### config.mk
export PLATFORM = sky130hd
export DESIGN_NAME = lsu_mem_stage
export DESIGN_NICKNAME = d
export VERILOG_FILES = /design/src/rtl/rv32i_types_pkg.sv /design/src/rtl/lsu_align.sv /design/src/rtl/lsu_mem_stage.sv
export SDC_FILE = /design/constraint.sdc
export NUM_CORES = 1
export LEC_CHECK = 0
export BUFFER_PORTS_ARGS = -buffer_cell sky130_fd_sc_hd__buf_2
export CAP_MARGIN = 15
export CORE_ASPECT_RATIO = 2
export CORE_MARGIN = 5
export CORE_UTILIZATION = 25
export CTS_BUF_LIST = sky130_fd_sc_hd__clkbuf_4
export DETAILED_ROUTE_END_ITERATION = 7
export GPL_ROUTABILITY_DRIVEN = 0
export REMOVE_ABC_BUFFERS = 1
export SKIP_LAST_GASP = 1
export SLEW_MARGIN = 20
export SYNTH_ARGS = -nofsm -noshare
export SYNTH_HDL_FRONTEND = slang
export SYNTH_SLANG_ARGS = --single-unit
### constraint.sdc
create_clock -name CLK -period 1.99 [get_ports CLK]
set_input_delay 0.199 -clock CLK [delete_from_list [all_inputs] [get_ports CLK]]
set_output_delay 0.199 -clock CLK [all_outputs]
set_load 0.01 [all_outputs]
### src/rtl/rv32i_types_pkg.sv
// Shared RV32I types for the load/store path: access width/sign encoding and byte-lane masks.
package rv32i_types_pkg;

  localparam int unsigned XLEN  = 32;
  localparam int unsigned REG_W = 5;
  localparam int unsigned BE_W  = XLEN / 8;

  typedef enum logic [2:0] {
    LB  = 3'b000,
    LH  = 3'b001,
    LW  = 3'b010,
    LBU = 3'b100,
    LHU = 3'b101
  } load_t;

  localparam logic [BE_W-1:0] BE_BYTE0   = 4'b0001;
  localparam logic [BE_W-1:0] BE_BYTE1   = 4'b0010;
  localparam logic [BE_W-1:0] BE_BYTE2   = 4'b0100;
  localparam logic [BE_W-1:0] BE_BYTE3   = 4'b1000;
  localparam logic [BE_W-1:0] BE_HALF_LO = 4'b0011;
  localparam logic [BE_W-1:0] BE_HALF_HI = 4'b1100;
  localparam logic [BE_W-1:0] BE_WORD    = 4'b1111;

endpackage

### src/rtl/lsu_align.sv
// Byte-lane generation, store-data replication, load extraction/extension and alignment check.
module lsu_align
  import rv32i_types_pkg::*;
(
  input  logic [1:0]      addr_lo,
  input  load_t           load_type,
  input  logic [XLEN-1:0] store_data,
  input  logic [XLEN-1:0] rdata,
  output logic [BE_W-1:0] byte_en_c,
  output logic [XLEN-1:0] wdata_c,
  output logic [XLEN-1:0] load_data_c,
  output logic            misaligned_c
);

  logic [XLEN-1:0] shifted;

  always_comb begin
    shifted      = rdata >> {addr_lo, 3'b000};
    byte_en_c    = BE_WORD;
    wdata_c      = store_data;
    load_data_c  = shifted;
    misaligned_c = 1'b0;
    unique case (load_type)
      LB, LBU: begin
        unique case (addr_lo)
          2'd0:    byte_en_c = BE_BYTE0;
          2'd1:    byte_en_c = BE_BYTE1;
          2'd2:    byte_en_c = BE_BYTE2;
          default: byte_en_c = BE_BYTE3;
        endcase
        wdata_c     = {4{store_data[7:0]}};
        load_data_c = (load_type == LB) ? {{24{shifted[7]}}, shifted[7:0]}
                                        : {24'h0, shifted[7:0]};
      end
      LH, LHU: begin
        misaligned_c = addr_lo[0];
        byte_en_c    = addr_lo[1] ? BE_HALF_HI : BE_HALF_LO;
        wdata_c      = {2{store_data[15:0]}};
        load_data_c  = (load_type == LH) ? {{16{shifted[15]}}, shifted[15:0]}
                                         : {16'h0, shifted[15:0]};
      end
      // LW and unused encodings behave as a full-word access
      default: begin
        misaligned_c = (addr_lo != 2'b00);
      end
    endcase
  end

endmodule

### src/rtl/lsu_mem_stage.sv
// Memory stage of the load/store unit: one outstanding bus access, registered bus and writeback outputs.
module lsu_mem_stage
  import rv32i_types_pkg::*;
(
  input  logic             CLK,
  input  logic             nRST,
  input  logic [XLEN-1:0]  addr,
  input  logic [XLEN-1:0]  store_data,
  input  load_t            load_type,
  input  logic             dren_ls,
  input  logic             dwen_ls,
  input  logic             wen_ls,
  input  logic [REG_W-1:0] reg_rd_ls,
  output logic [XLEN-1:0]  bus_addr,
  output logic             bus_ren,
  output logic             bus_wen,
  output logic [BE_W-1:0]  bus_byte_en,
  output logic [XLEN-1:0]  bus_wdata,
  input  logic [XLEN-1:0]  bus_rdata,
  input  logic             bus_busy,
  output logic             lsu_stall,
  output logic             wb_valid,
  output logic             wb_wen,
  output logic [REG_W-1:0] wb_rd,
  output logic [XLEN-1:0]  wb_data,
  output logic             misaligned_ld,
  output logic             misaligned_st
);

  typedef enum logic {IDLE, ACCESS} state_t;

  state_t           state, state_d;
  logic [1:0]       lat_addr_lo, lat_addr_lo_d;
  load_t            lat_type, lat_type_d;
  logic [REG_W-1:0] lat_rd, lat_rd_d;
  logic [XLEN-1:0]  bus_addr_d, bus_wdata_d, wb_data_d;
  logic [BE_W-1:0]  bus_byte_en_d;
  logic [REG_W-1:0] wb_rd_d;
  logic             bus_ren_d, bus_wen_d, wb_valid_d, wb_wen_d;
  logic             misaligned_ld_d, misaligned_st_d;

  logic [1:0]       al_addr_lo;
  load_t            al_type;
  logic [BE_W-1:0]  al_byte_en_c;
  logic [XLEN-1:0]  al_wdata_c, al_load_data_c;
  logic             al_misaligned_c;

  // In IDLE the aligner looks at the incoming request, in ACCESS at the latched one
  assign al_addr_lo = (state == IDLE) ? addr[1:0] : lat_addr_lo;
  assign al_type    = (state == IDLE) ? load_type : lat_type;

  lsu_align u_align (
    .addr_lo      (al_addr_lo),
    .load_type    (al_type),
    .store_data   (store_data),
    .rdata        (bus_rdata),
    .byte_en_c    (al_byte_en_c),
    .wdata_c      (al_wdata_c),
    .load_data_c  (al_load_data_c),
    .misaligned_c (al_misaligned_c)
  );

  assign lsu_stall = (state == ACCESS);

  always_comb begin
    state_d         = state;
    lat_addr_lo_d   = lat_addr_lo;
    lat_type_d      = lat_type;
    lat_rd_d        = lat_rd;
    bus_addr_d      = bus_addr;
    bus_ren_d       = 1'b0;
    bus_wen_d       = 1'b0;
    bus_byte_en_d   = bus_byte_en;
    bus_wdata_d     = bus_wdata;
    wb_valid_d      = 1'b0;
    wb_wen_d        = 1'b0;
    wb_rd_d         = wb_rd;
    wb_data_d       = wb_data;
    misaligned_ld_d = 1'b0;
    misaligned_st_d = 1'b0;
    unique case (state)
      IDLE: begin
        if (dren_ls || dwen_ls) begin
          // A simultaneous load and store request is served as a load
          if (al_misaligned_c) begin
            misaligned_ld_d = dren_ls;
            misaligned_st_d = !dren_ls;
          end else begin
            state_d       = ACCESS;
            lat_addr_lo_d = addr[1:0];
            lat_type_d    = load_type;
            lat_rd_d      = reg_rd_ls;
            bus_addr_d    = {addr[XLEN-1:2], 2'b00};
            bus_ren_d     = dren_ls;
            bus_wen_d     = !dren_ls;
            bus_byte_en_d = al_byte_en_c;
            bus_wdata_d   = al_wdata_c;
          end
        end else if (wen_ls) begin
          wb_valid_d = 1'b1;
          wb_wen_d   = 1'b1;
          wb_rd_d    = reg_rd_ls;
          wb_data_d  = addr;
        end
      end
      ACCESS: begin
        bus_ren_d = bus_ren;
        bus_wen_d = bus_wen;
        if (!bus_busy) begin
          state_d    = IDLE;
          bus_ren_d  = 1'b0;
          bus_wen_d  = 1'b0;
          wb_valid_d = 1'b1;
          wb_wen_d   = bus_ren;
          wb_rd_d    = lat_rd;
          if (bus_ren) wb_data_d = al_load_data_c;
        end
      end
      default: state_d = IDLE;
    endcase
  end

  always_ff @(posedge CLK or negedge nRST) begin
    if (!nRST) begin
      state         <= IDLE;
      lat_addr_lo   <= 2'b00;
      lat_type      <= LB;
      lat_rd        <= '0;
      bus_addr      <= '0;
      bus_ren       <= 1'b0;
      bus_wen       <= 1'b0;
      bus_byte_en   <= '0;
      bus_wdata     <= '0;
      wb_valid      <= 1'b0;
      wb_wen        <= 1'b0;
      wb_rd         <= '0;
      wb_data       <= '0;
      misaligned_ld <= 1'b0;
      misaligned_st <= 1'b0;
    end else begin
      state         <= state_d;
      lat_addr_lo   <= lat_addr_lo_d;
      lat_type      <= lat_type_d;
      lat_rd        <= lat_rd_d;
      bus_addr      <= bus_addr_d;
      bus_ren       <= bus_ren_d;
      bus_wen       <= bus_wen_d;
      bus_byte_en   <= bus_byte_en_d;
      bus_wdata     <= bus_wdata_d;
      wb_valid      <= wb_valid_d;
      wb_wen        <= wb_wen_d;
      wb_rd         <= wb_rd_d;
      wb_data       <= wb_data_d;
      misaligned_ld <= misaligned_ld_d;
      misaligned_st <= misaligned_st_d;
    end
  end

endmodule

=== Word-level counts from Yosys, hierarchy flattened ===
Cells that the tools add are included.

* Equality and inequality tests: 9
* Reductions and logical operators: 10
* Bitwise operators: 2
* Mux-type cells: 42
* Shift operators: 1

{| class="wikitable"
|+ Operators with widths
! kind !! number
|-
| 32-bit two-way mux || 6
|-
| 32-bit one-hot mux with 2 select lines || 3
|-
| 32-bit by 5-bit right shift with 32-bit output || 1
|-
| 1-bit two-way mux || 18
|-
| 5-bit two-way mux || 3
|-
| 1-bit one-hot mux with 2 select lines || 6
|-
| 4-bit one-hot mux with 3 select lines || 1
|-
| 5-bit one-hot mux with 2 select lines || 1
|-
| 2-bit != test (second input constant) || 4
|-
| 4-bit one-hot mux with 2 select lines || 1
|-
| 3-bit == test (second input constant) || 2
|-
| 3-bit AND reduction || 2
|-
| 4-bit two-way mux || 1
|-
| 4-bit AND reduction || 1
|-
| 2-bit OR reduction || 2
|-
| 3-bit by 1-bit == test with 1-bit output (second input constant) || 1
|-
| 3-bit zero test || 1
|-
| 3-bit two-way mux || 1
|-
| 2-bit by 1-bit == test with 1-bit output (second input constant) || 1
|-
| 2-bit == test (second input constant) || 1
|-
| 2-bit zero test || 1
|-
| 2-bit two-way mux || 1
|-
| 1-bit NOT || 2
|-
| 2-bit nonzero test || 1
|-
| 2 further kinds || 2
|}

* Output and inout bits: 112
* Flip-flop bits (word level): 120
* Word-level logic and storage cells: 79

=== Longest topological paths before layout ===
* Depth after elaboration: 7
* Mapped depth: 9
* Mapped depth without buffers: 5

=== Hierarchy ===
A second synthesis with hierarchy kept.

* Cell total of the unflattened synthesis: 482
* Area total of the unflattened synthesis: 6563.8 um^2

{| class="wikitable"
|+ By module, submodules not included
! module !! instances !! cells each !! area each (um^2)
|-
| lsu_mem_stage || 1 || 316 || 5307.6
|-
| lsu_align || 1 || 166 || 1256.2
|}

=== Worst setup path before layout ===
No wires, ideal clock.

* Path kind: reg-to-reg
* Start point: register state (netlist: lsu_stall)
* End point: register bus_addr[11]
* Data required time: 1.865 ns
* Path buffers: 3
* Path slack: -0.101 ns
* Library setup time: 0.125 ns
* Clock period less this slack: 2.091 ns
* Arrival: 1.966 ns
* Stages on the path, launching flop included: 8
* Cell sequence: dfrtp_1 -> buf_6 -> mux2i_1 -> buf_2 -> o21ai_1 -> a21oi_2 -> buf_2 -> mux2_2

* Longest elaborated chain between the ends: 6
* Elaborated cells on any way between the ends: 13
* Those cells by class: eq/ne: 3; mux: 3; bitwise: 2; reduce/logical: 5

{| class="wikitable"
|+ Ends and longest elaborated chain
! element !! RTL line !! text
|-
| start, declared || lsu_mem_stage.sv:32 || <nowiki>state_t state, state_d;</nowiki>
|-
| start signal, assigned || lsu_mem_stage.sv:141 || <nowiki>state <= state_d;</nowiki>
|-
| 3-bit two-way mux || lsu_mem_stage.sv:50 || <nowiki>assign al_type = (state == IDLE) ? load_type : lat_type;</nowiki>
|-
| 3-bit == test, or another cell as far along || lsu_align.sv:23 || <nowiki>unique case (load_type)</nowiki>
|-
| 2-bit OR reduction || lsu_align.sv:23 ||
|-
| 1-bit one-hot mux with 2 select lines || lsu_align.sv:23 ||
|-
| 1-bit NOT (no line) || n/a ||
|-
| 3-bit AND reduction (no line) (*) || n/a ||
|-
| end signal, assigned || lsu_mem_stage.sv:145 || <nowiki>bus_addr <= bus_addr_d;</nowiki>
|-
| end, declared || lsu_mem_stage.sv:14 || <nowiki>output logic [XLEN-1:0] bus_addr,</nowiki>
|}

Every way passes the cells marked *; elsewhere a longest branch is shown, timed or not.
A chain may end at the register's enable or synchronous reset.

=== Worst setup path in the final report ===
* Start point: register state (netlist: lsu_stall)
* End point: register bus_addr[30]

The elaborated chain is that of the path after synthesis.

==> results.py <==
metrics = {
    "timing": {
        "worst_hold_slack_ns": 0.0686,
        "fmax_ghz": 0.476,
        "grt_setup_unrepaired": "true",
        "setup_tns_ns": -5.15,
        "fin_crit_ns": 2.10,
        "hold_violations": 0,
        "fin_skew_ns": 0.0240,
        "final_max_slew_viol_count": 0,
        "worst_slew_pin_slew_ns": 0.838,
        "worst_slack_ns": -0.109,
        "finalCritPeriodShare_pct": 105,
        "slew_headroom_pct": 44.0,
        "setup_viol": 74,
    },
    "global_routing": {
        "grt_pass1_vias": 5834,
        "grt_usage_pct": 15.8,
        "grt_pass1_wl_um": 32600,
        "grt_start_max_net_pins": 51,
        "antenna_found_initial": 4,
        "gr-total-overflow": 0,
    },
    "die": {
        "initial_core_util_pct": 25.4,
        "num_rows": 79,
        "core_area_sq_um": 23200,
        "die_w_um": 119,
        "die_area_sq_um": 26900,
        "pin_count": 222,
        "die_height_um": 227,
    },
    "worst_setup_path": {
        "crit_type": "reg -> reg",
        "end_kind": "register",
        "reg2reg_to": "bus_addr[30]$_DFFE_PN0P_",
        "crit_slowest_cell": "dfrtp_2",
        "cp.arrival_ns": 2.55,
        "worstPathMaxFanout": 31,
        "max_stage_delay_ns": 0.49,
        "required_ns": 2.44,
        "start_kind": "register",
        "reg2reg_setup_slack_ns": -0.11,
        "reg2reg_from": "lsu_stall$_DFF_PN0_",
        "crit_chain": "buf_12 > mux2i_4 > nand2_2 > a21oi_4 > buf_12 > buf_16 > mux2_2",
        "reg2regPathDepth": 7,
        "path_common_cell": "buf_12",
    },
    "drt": {
        "drtAntennaViolNets": 0,
        "drt_wl_total_um": 22200,
        "vias_per_cell": 4.65,
        "num_vias": 5520,
        "drt_pass1_iterations": 6,
        "detail_route.wl_per_cell_um": 18.7,
        "dr.first_iter.drc_count": 251,
        "route.detailed.drc": 0,
    },
    "pwr": {
        "p_leak_nw": 4.36,
        "vdd_drop_max_uv": 806,
        "power.density_nw_per_um2": 1590,
    },
    "run_status": {
        "run_status": "finished, violations left",
        "violations": "setup timing",
    },
    "synthesis": {
        "synth-seq-cells": 120,
        "post_synth.cell_area_avg_sq_um": 10.8,
        "synth_warnings": 0,
        "yosysSeqAreaShare_pct": 51.0,
        "syn-cell-area_sq_um": 5890,
        "ys_types": 42,
        "synthCells": 544,
    },
    "worst_hold_path": {
        "whs_endpoint": "wb_data[0]$_DFFE_PN0P_",
        "worstHoldStart": "bus_rdata[0]",
        "hold-path-cell-count": 5,
        "hold_class": "in -> reg",
    },
    "cts": {
        "clkLatencyLatePin_ns": 0.57,
        "cts.sinks": 120,
        "clk_path_buf_depth": 2,
        "numCtsBuffers": 17,
        "clkSlewWorstSetupHoldPaths_ns": 0.13,
        "cts_root_buf": "clkbuf_4",
        "tritoncts": "built",
        "ctsHtreeMaxLevel": 4,
    },
    "layout": {
        "drive_above_1_share_pct": 44.2,
        "syn_to_final_growth_pct": 56.6,
        "layout.nets": 998,
    },
    "run": {
        "maxCapViolCount": 0,
    },
    "place": {
        "io_buffers": 219,
        "dpl.hpwl_um": 15900,
    },
}
power by group:
group          internal, mW  switching [mW]
logic                  4.30            4.20
registers              3.67           0.715
clock network         0.760           0.982
cells in the mapped netlist:
master | instances | area, sq um
mux2_4 | 1 | 15.0
a21boi_0 | 1 | 7.51
a21oi_2 | 1 | 8.76
a22o_1 | 1 | 8.76
and2_1 | 1 | 6.26
buf_1 | 4 | 15.0
o21ai_1 | 1 | 5.00
o211ai_2 | 1 | 12.5
xor2_1 | 1 | 8.76
buf_2 | 22 | 110
mux2i_4 | 2 | 45.0
o21ai_0 | 11 | 55.1
clkbuf_1 | 9 | 33.8
inv_1 | 7 | 26.3
a21o_1 | 1 | 7.51
nor4b_1 | 1 | 8.76
mux2i_1 | 57 | 571
mux2_1 | 7 | 78.8
nand3_1 | 4 | 20.0
nor2_1 | 88 | 330
o221ai_1 | 1 | 8.76
o41ai_1 | 1 | 8.76
mux2_2 | 49 | 552
nor3b_1 | 1 | 7.51
a221oi_2 | 12 | 180
a221oi_1 | 13 | 114
o2bb2ai_1 | 7 | 61.3
or2_2 | 1 | 6.26
nor2b_1 | 3 | 18.8
nor3_1 | 2 | 10.0
a211oi_1 | 1 | 7.51
xnor2_1 | 2 | 17.5
o211ai_1 | 2 | 15.0
a21oi_1 | 33 | 165
buf_6 | 2 | 22.5
dfrtp_1 | 120 | 3000
conb_1 | 1 | 3.75
nand2_1 | 61 | 229
a32o_1 | 4 | 40.0
nand2b_1 | 1 | 6.26
a31oi_1 | 3 | 18.8
buf_4 | 3 | 22.5
timing repair:
| item | CTS | global route |
|---|---|---|
| hold endpoints to repair | 233 | 0 |
| resized for setup | 5 | 55 |
| pin swaps | 1 | 1 |
| setup endpoints to repair | 88 | 98 |
| hold buffers | 88 | 0 |
| cloned | 1 | 5 |
| buffers inserted | 3 | 6 |
logic make-up after synthesis:
group,after synthesis,synth area share (%)
AND/OR/NAND/NOR,163,10.9
flip-flops,120,51.0
multiplexers,116,21.4
AO/OA/AOI/OAI,94,12.3
buffers and inverters,47,3.91
XOR/XNOR,3,0.446
other,1,0.0636
final cells by class:
cell class	count	area (sq um)
timing repair buffer	364	2700
fill	2259	14000
clock buffer	19	143
antenna	3	7.51
inverter	7	26.3
tap	283	354
clock inverter	13	130
sequential	120	3000
multi-input combinational	378	2870
metal layers:
layer / GRT usage (%) / share of wire, %
met1: 15.5 / 35
met2: 29.2 / 56
met3: 4.87 / 5.5
met4: 8.46 / 4.0
met5: 0 / 0.095
worst max-delay path: cells and delay by family, from the launching register on:
family	cells	cell delay, ns
and+or+nand+nor	1	0.15
buffers and inverters	3	0.49
AOI/OAI and AO/OA	1	0.17
DFF	1	0.49
muxes	2	0.66
through the flow:
stage / utilization, % / cell area, sq um / worst slack [ns] / instances / power (mW)
floorplan: - / 5690 / -5.34 / 505 / 8.53
global placement: 32.7 / 7600 / -0.102 / 1050 / 11.5
detailed placement: 32.7 / 7600 / -0.136 / 1050 / 11.7
CTS: 38.1 / 8840 / -0.0927 / 1174 / 13.9
global route: 39.7 / 9230 / -0.155 / 1186 / 15.7
finish: 39.7 / 9230 / -0.109 / 1187 / 14.6
how the worst max path moves through the flow:
stage                     slack [ns]                 from  depth (start not counted)                  endpoint
after global routing           -0.16  lsu_stall$_DFF_PN0_                          7   wb_data[30]$_DFFE_PN0P_
after floorplan                -5.34  lsu_stall$_DFF_PN0_                          4  bus_addr[10]$_DFFE_PN0P_
after global placement         -0.10  lsu_stall$_DFF_PN0_                          6  bus_addr[30]$_DFFE_PN0P_
after CTS                      -0.09  lsu_stall$_DFF_PN0_                          7   lat_type[2]$_DFFE_PN0P_
final                          -0.11  lsu_stall$_DFF_PN0_                          7  bus_addr[30]$_DFFE_PN0P_
after detailed placement       -0.14  lsu_stall$_DFF_PN0_                          6     lat_rd[0]$_DFFE_PN0P_
cell usage in the layout (no fill, tap or decap), drive strengths merged, types with 2 or more instances in the layout:
| cell type | Yosys | final |
|---|---|---|
| buf | 31 | 273 |
| dfrtp | 120 | 120 |
| dlygate4sd3 | 0 | 88 |
| nor2 | 88 | 88 |
| nand2 | 61 | 61 |
| mux2i | 59 | 59 |
| mux2 | 57 | 57 |
| a21oi | 34 | 34 |
| a221oi | 25 | 25 |
| clkbuf | 9 | 22 |
| o21ai | 12 | 12 |
| inv | 7 | 8 |
| o2bb2ai | 7 | 7 |
| clkinv | 0 | 6 |
| nand3 | 4 | 4 |
| a32o | 4 | 4 |
| clkinvlp | 0 | 4 |
| diode | 0 | 3 |
| nor2b | 3 | 3 |
| a31oi | 3 | 3 |
| o211ai | 3 | 3 |
| nor3 | 2 | 2 |
| xnor2 | 2 | 2 |
| conb | 1 | 2 |
| bufinv | 0 | 2 |
state kept, by name, summed over array words and instances (netlist names):
name / cells
bus_wdata: 32
wb_data: 32
bus_addr: 30
lat_rd: 5
wb_rd: 5
bus_byte_en: 4
lat_type: 3
lat_addr_lo: 2
bus_ren: 1
bus_wen: 1
lsu_stall: 1
misaligned_ld: 1
misaligned_st: 1
wb_valid: 1
wb_wen: 1
Note: power is estimated with default switching activity, not from simulation.
